$ cat config.mk
export PLATFORM = sky130hd
export DESIGN_NAME = status_flag_unit
export DESIGN_NICKNAME = d
export VERILOG_FILES = /design/src/rtl/status_flag_unit.sv
export SDC_FILE = /design/constraint.sdc
export NUM_CORES = 1
export LEC_CHECK = 0
export BUFFER_PORTS_ARGS = -buffer_cell sky130_fd_sc_hd__buf_2
export CORE_MARGIN = 1.5
export CORE_UTILIZATION = 48
export DETAILED_ROUTE_END_ITERATION = 7
export PLACE_DENSITY = 0.82
export SYNTH_ARGS = -nofsm -noshare
export SYNTH_HDL_FRONTEND = slang
export SYNTH_SLANG_ARGS = --single-unit
$ cat constraint.sdc
create_clock -name clk -period 4.05 [get_ports clk]
set_input_delay 0.405 -clock clk [delete_from_list [all_inputs] [get_ports clk]]
set_output_delay 0.405 -clock clk [all_outputs]
set_load 0.02 [all_outputs]
$ cat src/rtl/status_flag_unit.sv
// NZCV flag register with an in-flight scoreboard for flag-setting instructions,
// a stale-flag hazard for ID, optional EX->ID bypass and a one-deep exception shadow.
module status_flag_unit #(
    parameter int MAX_INFLIGHT = 2,
    parameter int BYPASS       = 1
) (
    input  logic                                  clk,
    input  logic                                  rst,
    input  logic                                  id_valid,
    input  logic                                  id_s,
    input  logic                                  id_uses_cond,
    input  logic                                  stall_in,
    input  logic                                  flush,
    input  logic                                  ex_valid,
    input  logic                                  ex_s,
    input  logic                                  ex_cond_pass,
    input  logic [3:0]                            ex_nzcv,
    input  logic                                  exc_enter,
    input  logic                                  exc_return,
    output logic [3:0]                            status,
    output logic [3:0]                            cond_flags,
    output logic                                  flags_hazard,
    output logic [$clog2(MAX_INFLIGHT+1)-1:0]     inflight,
    output logic [3:0]                            shadow,
    output logic                                  sb_err
);

    localparam int              CW      = $clog2(MAX_INFLIGHT + 1);
    localparam logic [CW-1:0]   MAX_CNT = CW'(MAX_INFLIGHT);
    localparam logic [CW-1:0]   ONE     = CW'(1);

    logic            issue;
    logic            retire;
    logic            write;
    logic [CW-1:0]   count;
    logic [CW-1:0]   count_nxt;
    logic            err_set;
    logic [CW-1:0]   pend;
    logic [3:0]      status_commit;
    logic [3:0]      status_nxt;
    logic [3:0]      shadow_nxt;

    assign issue  = id_valid & id_s & ~stall_in & ~flush;
    assign retire = ex_valid & ex_s;
    assign write  = retire & ex_cond_pass;

    always_comb begin
        count_nxt = count;
        err_set   = 1'b0;
        if (flush) begin
            count_nxt = '0;
        end else if (issue && !retire) begin
            if (count == MAX_CNT)
                err_set = 1'b1;
            else
                count_nxt = count + ONE;
        end else if (retire && !issue) begin
            if (count == '0)
                err_set = 1'b1;
            else
                count_nxt = count - ONE;
        end
    end

    // A retiring flag-setter no longer counts as pending when its result is forwarded;
    // the floor at zero keeps an underflowing retire from wrapping into a false hazard.
    always_comb begin
        pend = count;
        if (flush)
            pend = '0;
        else if ((BYPASS != 0) && retire && (count != '0))
            pend = count - ONE;
    end

    assign flags_hazard = id_valid & id_uses_cond & (pend != '0);

    // The EX instruction is older than any flush, so its write still lands.
    always_comb begin
        status_commit = write ? ex_nzcv : status;
        status_nxt    = exc_return ? shadow : status_commit;
        shadow_nxt    = (exc_enter && !exc_return) ? status_commit : shadow;
    end

    assign cond_flags = ((BYPASS != 0) && write && !exc_return) ? ex_nzcv : status;

    always_ff @(posedge clk or negedge rst) begin
        if (!rst) begin
            count  <= '0;
            sb_err <= 1'b0;
            status <= 4'b0000;
            shadow <= 4'b0000;
        end else begin
            count  <= count_nxt;
            sb_err <= sb_err | err_set;
            status <= status_nxt;
            shadow <= shadow_nxt;
        end
    end

    assign inflight = count;

endmodule

==> reports/qor.log <==
[run_status] outcome completed
[detailed_routing] WL/cell 14.4 microns
[setup_path] Worst setup EP type output port
[detailed_routing] Via Count 566
[pwr] sum of internal, switching and leakage power 0.508 mW
[synthesis] synthesis-stage register bit count 11
[floorplan] horizontal die dimension 40.8 microns
[detailed_routing] initial DRC count 2
[final_layout] count of fill cells added during filler insertion 110
[detailed_routing] final routed DRC violation total 0
[final_layout] final net count 108
[clock_tree] maximum level of the CTS H-tree 1
[setup_path] required time at the endpoint of the critical path 3.64 ns
[detailed_routing] Detailed Routing Iterations Pass 1 2
[hold_path] Tightest Hold Check Type input port to async pin
[timing] final period utilization 53.8%
[final_layout] # diodes 0
[setup_path] category of the worst setup path launch point flop
[flow_run] count of maximum capacitance violations 0
[synthesis] average cell area after synthesis 12.5 sq um
[clock_tree] clock transition at the registers of the reported paths 0.06 ns
[global_route] number of antenna violations at the first check in global routing 0
[timing] setup repair after global routing missed its margin false
[synthesis] leading cell types by total area after synthesis sky130_fd_sc_hd__dfrtp_1 40%, sky130_fd_sc_hd__mux2_2 20%, sky130_fd_sc_hd__mux2_4 8.8%, sky130_fd_sc_hd__ha_1 3.6%, sky130_fd_sc_hd__and4bb_4 2.4%
[place] final RePlAce weighted congestion 0.741
[clock_tree] CTS buffer count 3
[timing] pins over their slew limit 0
[floorplan] Starting Density 52.0%
[synthesis] post-synth net total 73
[timing] worst hold margin 0.000356 ns
[floorplan] die extent in y 40.8 microns
[pwr] IR drop worst, VDD 0.368 mV
[clock_tree] clock tree from TritonCTS built
[clock_tree] worst-skew pair later-pin latency 0.26 ns
[setup_path] WS Path Type flop to output port
[clock_tree] CTS Root Cell sky130_fd_sc_hd__clkbuf_4
[place] Port Buf Inserts 31
[synthesis] Yosys top cell by area sky130_fd_sc_hd__dfrtp_1
[setup_path] WP data arrival 1.77 ns
[floorplan] # rows 13
[final_layout] share of the core filled with cells in the final layout 66.4%
[global_route] number of global-route vias before repair 531
[floorplan] number of top-level pins 32
[global_route] pin count of the biggest net entering global routing 12
[clock_tree] Post-CTS Setup Bufs 0
[synthesis] Seq/Total Area, Yosys 40.1%
[place] placed wire-length estimate after detailed placement 1260 microns
[timing] Max transition margin 79.6%
[floorplan] full die area 1660 sq um
[setup_path] Max FO, Critical Path 4
[timing] setup TNS 0 ns
[clock_tree] Clock Sink Count 11
[detailed_routing] vias per cell 5.44
[final_layout] most frequent cells in the layout 31 x sky130_fd_sc_hd__buf_2, 12 x sky130_fd_sc_hd__mux2_2, 11 x sky130_fd_sc_hd__dfrtp_1
[pwr] cell leakage power 0.427 nW
[clock_tree] PostCTS Resize Cnt 0
[synthesis] number of warnings printed during yosys synthesis 0
[final_layout] fraction of final layout cells sized beyond drive strength 1 59.6%
[timing] final setup fails 0
[timing] setup clock skew after layout 0.00210 ns
[timing] min cycle time layout 2.18 ns
[clock_tree] CTS hold repair buffers 0
[floorplan] area of the placeable core 1320 sq um
[synthesis] Yosys cell types 25
[final_layout] most common cell after layout, fill and taps aside sky130_fd_sc_hd__buf_2
[timing] achievable frequency 0.459 GHz
[timing] worst slew pin tran 0.302 ns
[synthesis] Post-Synthesis Cell Area 686 sq um
[timing] Hold Violations, Final 0
[synthesis] post-synthesis instance total 55
[synthesis] area share of the largest cell type after synthesis 40.1%
[clock_tree] Clock Path Buffers 2
[pwr] Pwr Density 581 nW/um^2
[global_route] All-Layer GR Usage 19.8%
[global_route] first-pass GRT wire length 2130 microns
[final_layout] Area growth syn-to-layout 27.6%
[detailed_routing] count of nets left with antenna violations after detail routing 0
[global_route] GR Overflow Total 0
[detailed_routing] wire length reported by the detailed router 1500 microns
==> state kept, by name, indices dropped and copies added, names as in the netlist <==
register and cells:
shadow 4, status 4, inflight 2, sb_err 1
==> routing by layer <==
layer / track usage (%) / wire [microns] / vias up
li1: - / - / 279
met2: 33.6 / 767 / 18
met3: 4.35 / 76 / 2
met4: 7.50 / 12 / 0
met1: 24.1 / 640 / 267
met5: 0 / 0 / -
==> cell usage after synthesis (all sizes together) <==
| master | count |
|---|---|
| mux2 | 16 |
| dfrtp | 11 |
| nand2 | 3 |
| a21oi | 2 |
| ha | 2 |
| inv | 2 |
| o21ai | 2 |
| a221oi | 1 |
| a311o | 1 |
| a311oi | 1 |
| and3b | 1 |
| and4bb | 1 |
| buf | 1 |
| mux2i | 1 |
| nand2b | 1 |
| nand3 | 1 |
| nand3b | 1 |
| nand4bb | 1 |
| nor2 | 1 |
| nor3 | 1 |
| nor4b | 1 |
| o2111ai | 1 |
| or2 | 1 |
| xnor2 | 1 |
==> cell type report <==
class                      instances  area (sq um)  area share, %
tap                               15          18.8           2.15
inverter                           2          7.51          0.858
sequential                        11           275           31.5
multi-input combinational         41           392           44.8
timing repair buffer              31           155           17.7
clock buffer                       4          26.3           3.00
==> stage by stage <==
| stage | setup slack (ns) | area (sq um) | std cells |
|---|---|---|---|
| after floorplan | 1.94 | 686 | 55 |
| after global placement | 2.19 | 848 | 100 |
| after detailed placement | 2.15 | 848 | 100 |
| after CTS | 1.86 | 875 | 104 |
| after global routing | 1.74 | 875 | 104 |
| final | 1.87 | 875 | 104 |
==> critical path: stages, from the launching register on <==
cell	delay, ns
sky130_fd_sc_hd__dfrtp_1	0.40
sky130_fd_sc_hd__inv_1	0.10
sky130_fd_sc_hd__ha_1	0.22
sky130_fd_sc_hd__and3b_2	0.28
sky130_fd_sc_hd__nor3_1	0.06
sky130_fd_sc_hd__a311oi_1	0.25
sky130_fd_sc_hd__buf_2	0.21
==> report_power, final <==
group | leakage [nW] | switching [mW] | total (mW) | internal [mW]
Clock | 0.0150 | 0.0320 | 0.0700 | 0.0380
Combinational | 0.279 | 0.137 | 0.257 | 0.120
Sequential | 0.133 | 0.0300 | 0.181 | 0.151
Total | 0.427 | 0.199 | 0.508 | 0.309
==> cell families after synthesis <==
family | after synthesis | share of synthesized area (%)
multiplexers | 17 | 29.9
AND/OR/NAND/NOR | 13 | 14.1
flip-flops | 11 | 40.1
AO/OA/AOI/OAI | 8 | 8.21
buffers and inverters | 3 | 2.74
adder cells (fa/ha/maj) | 2 | 3.65
XOR/XNOR | 1 | 1.28
==> path summary, 6_finish.rpt <==
kind	from	to	slack (ns)	cells after the start
max	inflight[0]$_DFFE_PN0P_	flags_hazard	1.87	6
min	rst	shadow[2]$_DFFE_PN0P_	0.0004	1
max reg2reg	inflight[0]$_DFFE_PN0P_	inflight[0]$_DFFE_PN0P_	2.61	6
min reg2reg	sb_err$_DFF_PN0_	sb_err$_DFF_PN0_	0.52	1
max in group asynchronous	rst	status[3]$_DFF_PN0_	3.85	1
min in group clk	flush	inflight[1]$_DFFE_PN0P_	0.37	2
(Power assumes the default switching activity.)
